<file path="config.mk">
export PLATFORM = sky130hd
export DESIGN_NAME = pkt_desc_bram_fifo
export DESIGN_NICKNAME = d
export VERILOG_FILES = /design/src/rtl/pkt_desc_bram_fifo.sv
export SDC_FILE = /design/constraint.sdc
export NUM_CORES = 1
export LEC_CHECK = 0
export ABC_AREA = 0
export CAP_MARGIN = 0
export CORE_MARGIN = 2
export CORE_UTILIZATION = 60
export CTS_CLUSTER_DIAMETER = 100
export DETAILED_ROUTE_END_ITERATION = 12
export GPL_ROUTABILITY_DRIVEN = 0
export PLACE_DENSITY = 0.78
export SLEW_MARGIN = 20
export SYNTH_ARGS = -nofsm -noshare
export SYNTH_HDL_FRONTEND = slang
export SYNTH_SLANG_ARGS = --single-unit
</file>
<file path="constraint.sdc">
create_clock -name clk -period 10.2 [get_ports clk]
set_input_delay 1.53 -clock clk [delete_from_list [all_inputs] [get_ports clk]]
set_output_delay 1.53 -clock clk [all_outputs]
set_load 0.02 [all_outputs]
</file>
<file path="src/rtl/pkt_desc_bram_fifo.sv">
// Packet descriptor FIFO: one BRAM with registered read,
// a prefetch register and an output register for full-rate streaming.
`ifndef PKT_DESC_NBITS
`define PKT_DESC_NBITS 52
`endif

package pkt_desc_pkg;
    typedef struct packed {
        logic [3:0]  src_port;
        logic [3:0]  dst_port;
        logic [13:0] len;
        logic [9:0]  idx;
    } sch_pkt_desc_type;

    typedef struct packed {
        logic [3:0]       q_id;
        logic [7:0]       conn_id;
        logic [3:0]       conn_group_id;
        logic [3:0]       port_queue_id;
        sch_pkt_desc_type sch_pkt_desc;
    } pkt_desc_type;
endpackage

module pkt_desc_bram_fifo
    import pkt_desc_pkg::*;
#(
    parameter int DEPTH_NBITS  = 4,
    parameter int AFULL_THRESH = (1 << DEPTH_NBITS) - 4,
    parameter int WIDTH        = `PKT_DESC_NBITS
) (
    input  logic                 clk,
    input  logic                 rst,
    input  logic                 wr,
    input  pkt_desc_type         din,
    output logic                 full,
    output logic                 afull,
    output logic                 dout_valid,
    input  logic                 dout_ready,
    output pkt_desc_type         dout,
    output logic                 empty,
    output logic [DEPTH_NBITS:0] count,
    output logic                 overflow
);
    localparam int DEPTH = 1 << DEPTH_NBITS;
    localparam int CW    = DEPTH_NBITS + 1;

    typedef logic [DEPTH_NBITS-1:0] ptr_t;
    typedef logic [CW-1:0]          cnt_t;

    localparam cnt_t DEPTH_C = cnt_t'(DEPTH);
    localparam cnt_t AFULL_C = cnt_t'(AFULL_THRESH);

    logic [WIDTH-1:0] mem [DEPTH];
    logic [WIDTH-1:0] wdata;
    logic [WIDTH-1:0] rdata_q;
    logic [WIDTH-1:0] bdata_q, bdata_d;

    ptr_t wr_ptr_q, wr_ptr_d;
    ptr_t rd_ptr_q, rd_ptr_d;
    cnt_t cnt_q, cnt_d;
    cnt_t ram_cnt_q, ram_cnt_d;
    logic a_vld_q, a_vld_d;
    logic b_vld_q, b_vld_d;
    logic ovf_q, ovf_d;

    logic push, pop, b_free, a_mv, bypass, rd_en;

    assign wdata = {din.q_id, din.conn_id, din.conn_group_id,
                    din.port_queue_id,
                    din.sch_pkt_desc.src_port,
                    din.sch_pkt_desc.dst_port,
                    din.sch_pkt_desc.len,
                    din.sch_pkt_desc.idx};

    assign {dout.q_id, dout.conn_id, dout.conn_group_id,
            dout.port_queue_id,
            dout.sch_pkt_desc.src_port,
            dout.sch_pkt_desc.dst_port,
            dout.sch_pkt_desc.len,
            dout.sch_pkt_desc.idx} = bdata_q;

    // Stage A = BRAM read register, stage B = output register.
    // A push that meets a pop with nothing queued ahead of it is
    // steered straight into B so a one-deep stream has no bubbles;
    // it is still written to RAM and both pointers advance.
    assign full   = (cnt_q == DEPTH_C);
    assign afull  = (cnt_q >= AFULL_C);
    assign empty  = (cnt_q == '0);
    assign count  = cnt_q;
    assign overflow   = ovf_q;
    assign dout_valid = b_vld_q;

    assign push   = wr && !full && !rst;
    assign pop    = b_vld_q && dout_ready;
    assign b_free = !b_vld_q || pop;
    assign a_mv   = a_vld_q && b_free;
    assign bypass = push && pop && !a_vld_q && (ram_cnt_q == '0);
    assign rd_en  = (ram_cnt_q != '0) && (!a_vld_q || a_mv);

    // Next-state for pointers, occupancy and pipeline stages
    always_comb begin
        wr_ptr_d  = wr_ptr_q + ptr_t'(push);
        rd_ptr_d  = rd_ptr_q + ptr_t'(rd_en || bypass);
        cnt_d     = cnt_q + cnt_t'(push) - cnt_t'(pop);
        ram_cnt_d = ram_cnt_q + cnt_t'(push)
                  - cnt_t'(rd_en) - cnt_t'(bypass);
        a_vld_d   = rd_en || (a_vld_q && !a_mv);
        b_vld_d   = a_mv || bypass || (b_vld_q && !pop);
        ovf_d     = ovf_q || (wr && full);
        bdata_d   = bdata_q;
        if (a_mv) begin
            bdata_d = rdata_q;
        end else if (bypass) begin
            bdata_d = wdata;
        end
    end

    // BRAM: one write port, one registered read port, never reset
    always_ff @(posedge clk) begin
        if (push) begin
            mem[wr_ptr_q] <= wdata;
        end
        if (rd_en) begin
            rdata_q <= mem[rd_ptr_q];
        end
    end

    // Output data register holds while stalled
    always_ff @(posedge clk) begin
        bdata_q <= bdata_d;
    end

    // Control state with synchronous reset
    always_ff @(posedge clk) begin
        if (rst) begin
            wr_ptr_q  <= '0;
            rd_ptr_q  <= '0;
            cnt_q     <= '0;
            ram_cnt_q <= '0;
            a_vld_q   <= 1'b0;
            b_vld_q   <= 1'b0;
            ovf_q     <= 1'b0;
        end else begin
            wr_ptr_q  <= wr_ptr_d;
            rd_ptr_q  <= rd_ptr_d;
            cnt_q     <= cnt_d;
            ram_cnt_q <= ram_cnt_d;
            a_vld_q   <= a_vld_d;
            b_vld_q   <= b_vld_d;
            ovf_q     <= ovf_d;
        end
    end
endmodule

</file>
* After elaboration in Yosys (flattened, before gate mapping)
Memory sizes are Yosys's and may differ from the RTL's. A register that Yosys moved wholly into a read port is not among the register bits. Index checks and enable logic that the tools add are counted.
Word-level totals: bits in registers 73, memory bits (writable) 832, input bits 56, logic and storage cells 50, memories 1
Operators by class: $add $sub $neg 7, magnitude comparators 1, eq/ne operators 1, muxes and demuxes 4, reduce and logical (&&, ||, !) cells 28
Memories:
- mem | words 16, width 52, read ports 1, clocked after Yosys merged registers in 1, wr ports 1, line 53 | logic [WIDTH-1:0] mem [DEPTH];
Operators with widths (count):
- 2-to-1 mux 52 bit | 2
- subtractor 5 x 1 -> 5 bit | 3
- logical AND 1 bit | 11
- adder 5 x 1 -> 5 bit | 2
- zero test 5 bit | 2
- adder 4 x 1 -> 4 bit | 2
- logical OR 1 bit | 7
- zero test 1 bit | 6
- equality test 5 bit (second input constant) | 1
- greater-or-equal comparator 5 x 4 -> 1 bit (second input constant) | 1
- nonzero test 5 bit | 1
- 2-to-1 mux 1 bit | 2
- nonzero test 2 bit | 1

* Logic depth before layout (Yosys ltp)
Gate-level depths: netlist of the first run.
depth after elaboration 9, mapped depth 18

* Worst setup path after synthesis of the first run
Ideal clock, no wire load.
path type input port to flip-flop, start point input port rst, end point memory mem[0][0] (netlist bit) (enable), library setup time 0.609 ns, arrival time 7.439 ns, required time 9.591 ns, path slack 2.152 ns, stages 3, cells stage by stage or3b_1 buf_2 nor4b_1
Between the ends: longest elaborated chain between the ends 4
Ends and longest elaborated chain:
- from (decl) | line 32 | input logic rst,
- zero test 1 bit | line 93 | assign push = wr && !full && !rst;
- logical AND 1 bit | line 93
- 2-to-1 mux 1 bit | line 120 | if (push) begin
- 2-to-1 mux 1 bit (implied by the code) | line 121 | mem[wr_ptr_q] <= wdata;
- to (decl) | line 53
No other way between the ends.

* Worst setup path in the final report of the first run
start point input port rst, end point register ram_cnt_q[4]
Between the ends: longest elaborated chain between the ends 6
Ends and longest elaborated chain:
- branches (longest 6 deep; another with adder 5 x 1 -> 5 bit)
- to (signal assigned) | line 147 | ram_cnt_q <= ram_cnt_d;
- to (decl) | line 61 | cnt_t ram_cnt_q, ram_cnt_d;
Several ways; the timed one is not identified. A chain may end at the register's enable or synchronous reset.

==> metrics.csv, run 1 <==
stage,metric,value,unit
status,status,"complete, no violations",
timing,RSZ-0062 raised after global routing,no,
detailed_routing,Pre-antenna DRT Iters,5,
synth,syn avg cell area,22.9,µm²
synth,post-synthesis sequential area ratio,79.1,%
power,sequential share of power,47.6,%
clock_network,H-Tree Depth,3,
timing,Rel. slew slack,23.0,%
setup_path,Worst Path Required,10.75,ns
die,Initial Util,60.9,%
synth,post-synth top area cell,edfxtp_1,
clock_network,Sinks on Clock Net,957,
timing,Least-Margin Pin Slew,1.16,ns
setup_path,Crit Path Max Fanout,22,
synth,ys async rst share,0,%
clock_network,Post-CTS Hold Buffers,0,
detailed_routing,drt wl/cell,29.2,µm
placed_design,Post-DP HPWL,35.3,mm
clock_network,CTS resizes,0,
detailed_routing,Vias/cell,6.53,
synth,Cells after Synth,1576,
synth,post-synthesis register bit count,957,
power,P per Cell Area,247,nW/µm²
global_routing,first-pass GRT wire length,114,mm
setup_path,Setup CP Type,in2reg,
power,Internal Dissipation,7.56,mW
finish,Post-Layout Cell Count,2591,
clock_network,Num CTS Buffers,92,
synth,post-synth top area share,77.9,%
global_routing,met3 Use GR,4.57,%
synth,YS warnings,0,
synth,"Distinct cells, synth",34,
setup_path,Crit. End Element,flip-flop,
worst_hold_path,Min-Delay Path Class,reg2reg,
placed_design,placed instance count,2422,
clock_network,Post-CTS Setup Inserts,0,
power,Sw Share,25.6,%
synth,Mapped Nets,1654,
detailed_routing,initial DRC count,2103,
setup_path,cells along the critical path,clkdlybuf4s50_1 -> or3b_1 -> inv_1 -> ha_1 -> inv_1 -> a21oi_1 -> ha_1 -> ha_1 -> inv_1 -> ha_1 -> a21oi_1 -> nor2_1 -> or3_1 -> a21oi_1,
timing,Final Cycle Share,48.8,%
timing,max-slew violations,0,
global_routing,met1 usage in global routing,34.9,%
timing,fin crit period,4.98,ns
die,Ports,118,
detailed_routing,DRT Wirelength,75.5,mm
synth,Main synth FF type,edfxtp_1,
setup_path,crit-path max cell delay,0.98,ns
synth,synthesized area,36100,µm²
timing,Fin. Hold Viols,0,
power,P_leak,12.9,nW
clock_network,worst skew pair latency,0.64,ns
global_routing,initial antenna violation count,2,
global_routing,largest net degree at the start of global routing,98,
flow_run,max-cap violations,0,
global_routing,Tot GR Track Use,25.0,%
setup_path,critical path arrival,5.53,ns
clock_network,Clock Tree Root,clkbuf_16,
global_routing,vias in the first global route,18100,
finish,"Area growth, synth to finish",14.0,%
synth,top post-synthesis cells by area,"edfxtp_1 78%, mux4_2 13%, a22oi_1 2.2%, mux2_1 1.4%, dfxtp_1 1.2%",
global_routing,grt total ovfl,0,
timing,skew final,0.0200,ns
setup_path,most frequent CP cell,ha_1,
detailed_routing,DRT antenna net count,0,
synth,"EDFF count, synth",936,
finish,layout cell share with drive strength beyond 1,22.2,%
power,Gate power share,19.6,%
die,die height,249,µm
setup_path,CP max stage cell,clkdlybuf4s50_1,
clock_network,Worst-path clk slew,0.06,ns
power,Clock power frac,32.7,%
power,VDD IR max,0.392,mV
setup_path,CP startpoint kind,input port,
finish,fillers,3378,
detailed_routing,vias,16900,
timing,Achievable Freq,201,MHz
synth,"count leader, synth",edfxtp_1,
global_routing,routing usage on met2,40.9,%
die,core footprint,59200,µm²
placed_design,IO Port Bufs,117,
clock_network,clock tree buffer depth,3,
power,sw power,2.60,mW
timing,count of final setup violators,0,
global_routing,busiest grt layer,met2,
die,die span in x,249,µm
detailed_routing,post-route DRC violation count,0,
die,row cnt,89,
clock_network,CTS tree,yes,
timing,setup TNS,0,ns
timing,WHS,0.485,ns
synth,Post-synth top cells,"936 x edfxtp_1, 208 x mux4_2, 104 x a22oi_1",
die,die area,62100,µm²
finish,nets,1821,
## worst max-delay path, delay by kind of cell
| family | cells | cell delay (ns) |
|---|---|---|
| buf+inv | 4 | 1.34 |
| fa+ha+maj | 4 | 0.94 |
| simple gates | 3 | 1.30 |
| compound gates | 3 | 0.41 |
## path summary, 6_finish.rpt
| check | startpoint | endpoint | slack (ns) | depth (start not counted) |
|---|---|---|---|---|
| setup reg to reg | count[2] | ram_cnt_q[4] | 6.26 | 16 |
| setup / recovery | rst | ram_cnt_q[4] | 5.22 | 14 |
| hold reg to reg | overflow | overflow | 0.48 | 2 |
| hold / removal | overflow | overflow | 0.48 | 2 |
## power by group through the flow
| stage | clock network (mW) | registers (mW) | logic [mW] |
|---|---|---|---|
| CTS | 3.37 | 4.84 | 2.02 |
| global route | 3.51 | 4.87 | 2.14 |
| floorplan | 0 | 4.93 | 1.40 |
| global placement | 0 | 4.91 | 1.95 |
| finish | 3.32 | 4.84 | 1.99 |
| detailed placement | 0 | 4.92 | 1.99 |
## state kept, by name, indices dropped and copies added (netlist names)
signal	cells
mem	832
dout	52
rdata_q	52
count	5
ram_cnt_q	5
rd_ptr_q	4
wr_ptr_q	4
a_vld_q	1
dout_valid	1
overflow	1
## cell families after synthesis
| kind of cell | after synthesis | share of synthesized area, % |
|---|---|---|
| AO/OA/AOI/OAI | 119 | 2.41 |
| XOR/XNOR | 9 | 0.219 |
| AND/OR/NAND/NOR | 112 | 1.43 |
| multiplexers | 260 | 14.6 |
| buffers and inverters | 97 | 1.42 |
| flip-flops | 957 | 79.1 |
| adder cells (fa/ha/maj) | 22 | 0.805 |
## routing by layer
layer | up-vias | share of wire, %
met5 | - | 0.033
met4 | 4 | 2.5
met3 | 136 | 8.6
met2 | 861 | 50
met1 | 8955 | 39
li1 | 6975 | -
## cell type report
class | count | area, µm² | share of cell area, %
Clock inverter | 50 | 418 | 1.02
Inverter | 16 | 60.1 | 0.146
Tap cell | 773 | 967 | 2.35
Sequential cell | 957 | 28500 | 69.4
Multi-Input combinational cell | 522 | 7170 | 17.4
Antenna cell | 1 | 2.50 | 0.00609
Timing Repair Buffer | 154 | 1460 | 3.55
Clock buffer | 118 | 2510 | 6.09
## layout by cell type (no fill, tap or decap), types with 4 or more instances in the layout
master / instances
dfxtp_1: 19
nor3_2: 9
clkinv_2: 15
nand2_1: 56
clkdlybuf4s50_1: 117
clkbuf_16: 97
nor2_1: 14
clkinv_1: 22
buf_4: 36
nor4_2: 6
mux2_2: 7
mux4_2: 208
a21oi_1: 8
a22oi_1: 104
edfxtp_1: 936
clkbuf_1: 21
nor2b_1: 9
bufinv_16: 7
inv_1: 16
xnor2_1: 6
mux2_1: 45
ha_1: 20
nand2b_1: 4
## through the flow
step	utilization, %	setup WS, ns	total power, mW	area (µm²)
3_3_place_gp	64.5	4.81	6.86	38200
5_1_grt	69.4	5.00	10.5	41100
2_1_floorplan	-	2.15	6.33	36100
3_5_place_dp	64.5	4.59	6.91	38200
4_1_cts	69.4	5.23	10.2	41100
6_report	69.4	5.22	10.2	41100
(Power assumes the default switching activity.)
==> run 2, diff against run 1 <==
CORE_UTILIZATION = 55   (was 60)
PLACE_DENSITY = 0.76   (was 0.78)
clock period = 4.5 ns   (was 10.2 ns; I/O delays follow)
==> run 2 against run 1 <==
Against the previous run: cell count rose by 3.1%; highest routed layer unchanged; largest cell class unchanged; sequential share of layout area fell by 0.70 points; critical endpoint unchanged; non-clock buffer count fell by 1; design area rose by 1.0%; via count rose by 0.83%; critical path type is now reg2reg; clock skew rose by 0.0054 ns; setup slack got worse by 4.1 ns; sequential cell count did not move; die area rose by 8.9%; register-to-register slack got worse by 5.1 ns; critical path depth rose by 2.
==> metrics.csv, run 2 (synthesis gave the netlist of run 1 again) <==
stage,metric,value,unit,change
timing,Achievable Freq,298,MHz,
die,core footprint,64700,µm²,+9.2%
global_routing,Tot GR Track Use,23.8,%,-1.2 points
clock_network,Post-CTS Setup Inserts,0,,unchanged
finish,max reg flops,832,,unchanged
detailed_routing,Vias/cell,6.39,,-2.2%
detailed_routing,initial DRC count,2132,,+1.4%
die,die span in x,260,µm,+4.4%
detailed_routing,Pre-antenna DRT Iters,5,,unchanged
clock_network,Worst-path clk slew,0.06,ns,about the same
timing,max-slew violations,0,,unchanged
timing,RSZ-0062 raised after global routing,no,,
worst_hold_path,Min-Delay Path Class,reg2reg,,
timing,Final Cycle Share,74.5,%,
timing,skew final,0.0254,ns,+0.00540 ns
clock_network,CTS resizes,0,,unchanged
timing,Rel. slew slack,26.1,%,+3.2 points
worst_hold_path,worst hold stages,2,,unchanged
placed_design,setup slack at placement,0.921,ns,-3.67 ns
flow_run,max-cap violations,0,,unchanged
timing,fin crit period,3.35,ns,
global_routing,grt total ovfl,0,,unchanged
timing,WHS,0.482,ns,-0.00279 ns
finish,layout cell share with drive strength beyond 1,22.3,%,+0.15 points
clock_network,Sinks on Clock Net,957,,unchanged
detailed_routing,drt wl/cell,29.5,µm,+1.0%
placed_design,IO Port Bufs,117,,unchanged
detailed_routing,post-route DRC violation count,0,,unchanged
global_routing,initial antenna violation count,3,,+1
finish,"most common cell after layout, fill and taps aside",edfxtp_1,,
clock_network,worst skew pair latency,0.65,ns,about the same
clock_network,Post-CTS Hold Buffers,0,,unchanged
finish,Util after Layout,64.2,%,-5.2 points
detailed_routing,DRT antenna net count,0,,unchanged
worst_hold_path,worst min-delay path startpoint,overflow,,
detailed_routing,DRT Wirelength,78.7,mm,+4.2%
timing,Least-Margin Pin Slew,1.11,ns,-0.0502 ns
timing,Fin. Hold Viols,0,,unchanged
finish,most frequent cells in the layout,"936 x edfxtp_1, 208 x mux4_2, 117 x clkdlybuf4s50_1",,
clock_network,H-Tree Depth,3,,unchanged
clock_network,Num CTS Buffers,92,,unchanged
setup_path,critical path arrival,3.91,ns,-1.62 ns
clock_network,Clock Tree Root,clkbuf_16,,
power,VDD IR max,0.448,mV,+14%
finish,"Area growth, synth to finish",15.2,%,
die,die area,67600,µm²,+8.9%
finish,fillers,4079,,+21%
clock_network,CTS tree,yes,,
placed_design,Post-DP HPWL,35.7,mm,+1.1%
die,die height,260,µm,+4.4%
global_routing,largest net degree at the start of global routing,74,,-24%
setup_path,"setup slack, reg-to-reg",1.15,ns,-5.11 ns
worst_hold_path,worst hold path endpoint,overflow,,
setup_path,R2R cell count,16,,unchanged
setup_path,worst reg2reg startpoint,count[2],,
finish,nets,1820,,-0.055%
clock_network,clock tree buffer depth,3,,unchanged
die,Ports,118,,unchanged
finish,most flop-heavy register,mem,,
setup_path,Crit Path Max Fanout,5,,-77%
timing,count of final setup violators,0,,unchanged
power,total chip power,23.2,mW,+130%
setup_path,Setup CP Type,reg2reg,,
status,status,"complete, no violations",,
timing,final worst slack,1.15,ns,-4.08 ns
power,P per Cell Area,557,nW/µm²,+130%
detailed_routing,vias,17100,,+0.83%
global_routing,vias in the first global route,18100,,+0.072%
power,P_leak,13.0,nW,+0.48%
die,row cnt,93,,+4.5%
global_routing,first-pass GRT wire length,116,mm,+1.8%
setup_path,CP startpoint kind,flip-flop,,
setup_path,Crit. End Element,flip-flop,,
setup_path,Worst Path Required,5.06,ns,-5.69 ns
die,Initial Util,55.7,%,-5.1 points
setup_path,reg2reg end,ram_cnt_q[4],,
[run 2: final cells by class]
cell class | instances | area [µm²] | area share [%]
Antenna cell | 2 | 5.00 | 0.0120
Clock buffer | 114 | 2460 | 5.92
Clock inverter | 52 | 508 | 1.22
Inverter | 16 | 60.1 | 0.145
Multi-Input combinational cell | 522 | 7230 | 17.4
Sequential cell | 957 | 28500 | 68.7
Tap cell | 855 | 1070 | 2.58
Timing Repair Buffer | 153 | 1680 | 4.04
[run 2: how the worst max path moves through the flow]
stage | from | to | depth (start not counted)
6_report | count[2] | ram_cnt_q[4] | 16
5_1_grt | count[2] | ram_cnt_q[4] | 16
4_1_cts | count[2] | ram_cnt_q[4] | 16
3_5_place_dp | wr | ram_cnt_q[4] | 14
3_3_place_gp | wr | ram_cnt_q[4] | 14
2_1_floorplan | count[2] | mem[10][0] | 7
[run 2: critical path, cell delays in order, from the launching register on]
cell	delay (ns)
dfxtp_1	0.40
inv_1	0.10
ha_1	0.21
and3_1	0.19
or3b_1	0.39
inv_1	0.13
ha_1	0.18
inv_1	0.04
a21oi_1	0.17
ha_1	0.18
ha_1	0.18
inv_1	0.08
ha_1	0.28
a21oi_1	0.16
nor2_1	0.08
or3_1	0.35
a21oi_1	0.13
[run 2: through the flow]
stage	setup TNS [ns]	cells	area (µm²)
after floorplan	-784.19	1576	36100
after global placement	0	2503	38600
after detailed placement	0	2503	38600
after CTS	0	2669	41500
after global routing	0	2670	41500
final	0	2671	41500
[run 2: power breakdown]
part	switching, mW	internal [mW]	total [mW]
registers	0.375	10.6	11.0
logic	2.33	2.25	4.58
clock network	3.21	4.39	7.60
total	5.91	17.2	23.2
[run 2: per-layer routing]
metal | vias up | track usage, % | routed length [µm]
met4 | 4 | 7.67 | 1800
met2 | 930 | 38.7 | 39500
met3 | 137 | 4.42 | 7420
li1 | 6981 | - | -
met1 | 9019 | 33.2 | 29900
met5 | - | 0 | 22
==> run 3, diff against run 2 <==
CORE_UTILIZATION = 60   (was 55)
PLACE_DENSITY = 0.78   (was 0.76)
clock period = 3.3 ns   (was 4.5 ns; I/O delays follow)
==> run 3 against run 2 <==
Against the previous run: combinational power up 48%; non-clock buffer count up 20; global-route usage up 2.1 points; sequential cell count unchanged; first-iteration DRC count down 5.7%; cell count down 2.2%; design area up 0.43%; clock-buffer cell count down 1; sequential power up 35%; via count up 1.3%; critical endpoint unchanged.
==> metrics.csv, run 3 (synthesis gave the netlist of run 1 again) <==
stage,metric,value,unit,change
status,status,"complete, no violations",,
detailed_routing,vias,17300,,+1.3%
finish,design area,41700,µm²,+0.43%
setup_path,CP startpoint kind,flip-flop,,
setup_path,Crit. End Element,flip-flop,,
die,core footprint,59200,µm²,-8.4%
die,Ports,118,,unchanged
die,die area,62100,µm²,-8.2%
global_routing,first-pass GRT wire length,118,mm,+1.1%
finish,layout cell share with drive strength beyond 1,23.6,%,+1.3 points
timing,count of final setup violators,0,,unchanged
worst_hold_path,Min-Delay Path Class,reg2reg,,
setup_path,Critical Path Sink,ram_cnt_q[4],,
clock_network,H-Tree Depth,3,,unchanged
finish,"most common cell after layout, fill and taps aside",edfxtp_1,,
detailed_routing,drt wl/cell,30.2,µm,+2.7%
detailed_routing,post-route DRC violation count,0,,unchanged
global_routing,largest net degree at the start of global routing,68,,-8.1%
setup_path,reg2reg end,ram_cnt_q[4],,
timing,max-slew violations,0,,unchanged
power,VDD IR max,0.438,mV,-2.1%
flow_run,max-cap violations,0,,unchanged
timing,Final Cycle Share,95.6,%,+21 points
clock_network,Sinks on Clock Net,957,,unchanged
setup_path,Critical Path Start,count[3],,
placed_design,IO Port Bufs,117,,unchanged
clock_network,CTS tree,yes,,
timing,Fin. Hold Viols,0,,unchanged
placed_design,Post-DP HPWL,38.1,mm,+6.8%
setup_path,"setup slack, reg-to-reg",0.15,ns,-1.00 ns
die,row cnt,89,,-4.3%
power,Internal Dissipation,23.4,mW,+36%
detailed_routing,Pre-antenna DRT Iters,5,,unchanged
timing,Least-Margin Pin Slew,0.763,ns,-0.343 ns
setup_path,R2R cell count,16,,unchanged
detailed_routing,Vias/cell,6.62,,+3.6%
finish,max reg flops,832,,unchanged
timing,Achievable Freq,317,MHz,+6.3%
setup_path,Crit Path Max Fanout,4,,-1
finish,most frequent cells in the layout,"936 x edfxtp_1, 208 x mux4_2, 117 x clkdlybuf4s50_1",,
finish,most flop-heavy register,mem,,
clock_network,clock tree buffer depth,3,,unchanged
power,P_leak,13.2,nW,+1.6%
setup_path,Worst Path Required,3.84,ns,-1.22 ns
power,P per Cell Area,758,nW/µm²,+36%
die,die height,249,µm,-4.2%
die,die span in x,249,µm,-4.2%
global_routing,Tot GR Track Use,25.9,%,+2.1 points
timing,Rel. slew slack,49.0,%,+23 points
power,sequential share of power,46.8,%,-0.6 points
power,Gate power share,21.4,%,+1.6 points
clock_network,Num CTS Buffers,90,,-2.2%
global_routing,vias in the first global route,18100,,+0.23%
global_routing,initial antenna violation count,1,,-2
setup_path,Setup CP Type,reg2reg,,
timing,setup TNS,0,ns,unchanged
clock_network,worst skew pair latency,0.63,ns,-0.02 ns
finish,"Area growth, synth to finish",15.7,%,
worst_hold_path,worst hold stages,2,,unchanged
detailed_routing,DRT Wirelength,79.0,mm,+0.39%
power,Clock power frac,31.8,%,-1.0 points
timing,skew final,0.0183,ns,-0.00705 ns
power,sw power,8.25,mW,+39%
power,Sw Share,26.1,%,+0.53 points
placed_design,Placed Instance Area,38800,µm²,+0.69%
setup_path,critical path arrival,3.70,ns,-0.21 ns
detailed_routing,initial DRC count,2011,,-5.7%
clock_network,Worst-path clk slew,0.06,ns,about the same
die,Initial Util,60.9,%,+5.1 points
global_routing,grt total ovfl,0,,unchanged
timing,fin crit period,3.15,ns,-0.198 ns
finish,nets,1838,,+0.99%
detailed_routing,DRT antenna net count,0,,unchanged
setup_path,worst reg2reg startpoint,count[3],,
clock_network,Clock Tree Root,clkbuf_16,,
## run 3: changes by cell type in the layout (fill, tap and decap cells not counted), sizes merged
cell      previous run  this run
inv                 19        20
buf                 36        56
clkinvlp             4         3
clkbuf             114       113
clkinv              36        42
diode                2         1
bufinv               9         7
## run 3: repair_timing
| action | 4_1_cts | 5_1_grt |
|---|---|---|
| buffers inserted | 0 | 1 |
| endpoints found under the setup margin | 0 | 1 |
| hold buffers | 0 | 0 |
| gates resized for setup | 0 | 3 |
## run 3: layer usage
| layer | up-vias | wire length (µm) | global-route usage [%] |
|---|---|---|---|
| li1 | 7032 | - | - |
| met1 | 9104 | 29800 | 36.1 |
| met2 | 1020 | 40100 | 42.5 |
| met3 | 137 | 6970 | 4.45 |
| met4 | 0 | 2030 | 8.88 |
| met5 | - | 0 | 0 |
## run 3: stage by stage
step	hold WS [ns]	total power, mW	worst slack, ns	cells	util [%]
after floorplan	0.501	19.6	-0.250	1576	-
after global placement	0.461	21.5	0.111	2440	65.6
after detailed placement	0.462	21.7	-0.0742	2440	65.6
after CTS	0.474	31.8	0.140	2609	70.4
after global routing	0.522	32.7	-0.00363	2611	70.4
final	0.475	31.6	0.146	2611	70.4
## run 3: critical path: stages, from the launching register on
cell and delay (ns):
dfxtp_4 0.36, inv_2 0.04, ha_2 0.18, and3_4 0.17, or3b_4 0.40, inv_1 0.08
ha_1 0.17, inv_1 0.05, a21oi_2 0.15, ha_2 0.21, ha_2 0.19, inv_1 0.06
ha_1 0.28, a21oi_2 0.15, nor2_1 0.06, or3_1 0.34, a21oi_1 0.17
## run 3: cell type report
type                            instances  area [µm²]
Timing Repair Buffer                  173        1980
Clock inverter                         56         482
Multi-Input combinational cell        522        7310
Tap cell                              773         967
Sequential cell                       957       28500
Fill cell                            3320       17500
Antenna cell                            1        2.50
Inverter                               16        60.1
Clock buffer                          113        2380
## run 3: how the worst min path moves through the flow
| stage | start | endpoint | slack [ns] |
|---|---|---|---|
| floorplan | rdata_q[42] | dout[42] | 0.50 |
| global placement | overflow | overflow | 0.46 |
| detailed placement | overflow | overflow | 0.46 |
| CTS | wr | overflow | 0.47 |
| global route | overflow | overflow | 0.52 |
| finish | overflow | overflow | 0.48 |
## run 3: power by group through the flow
stage | registers, mW | logic, mW | clock network [mW]
3_5_place_dp | 15.0 | 6.68 | 0
3_3_place_gp | 15.0 | 6.52 | 0
4_1_cts | 14.8 | 6.83 | 10.2
6_report | 14.8 | 6.78 | 10.1
5_1_grt | 14.9 | 7.25 | 10.6
2_1_floorplan | 15.2 | 4.40 | 0
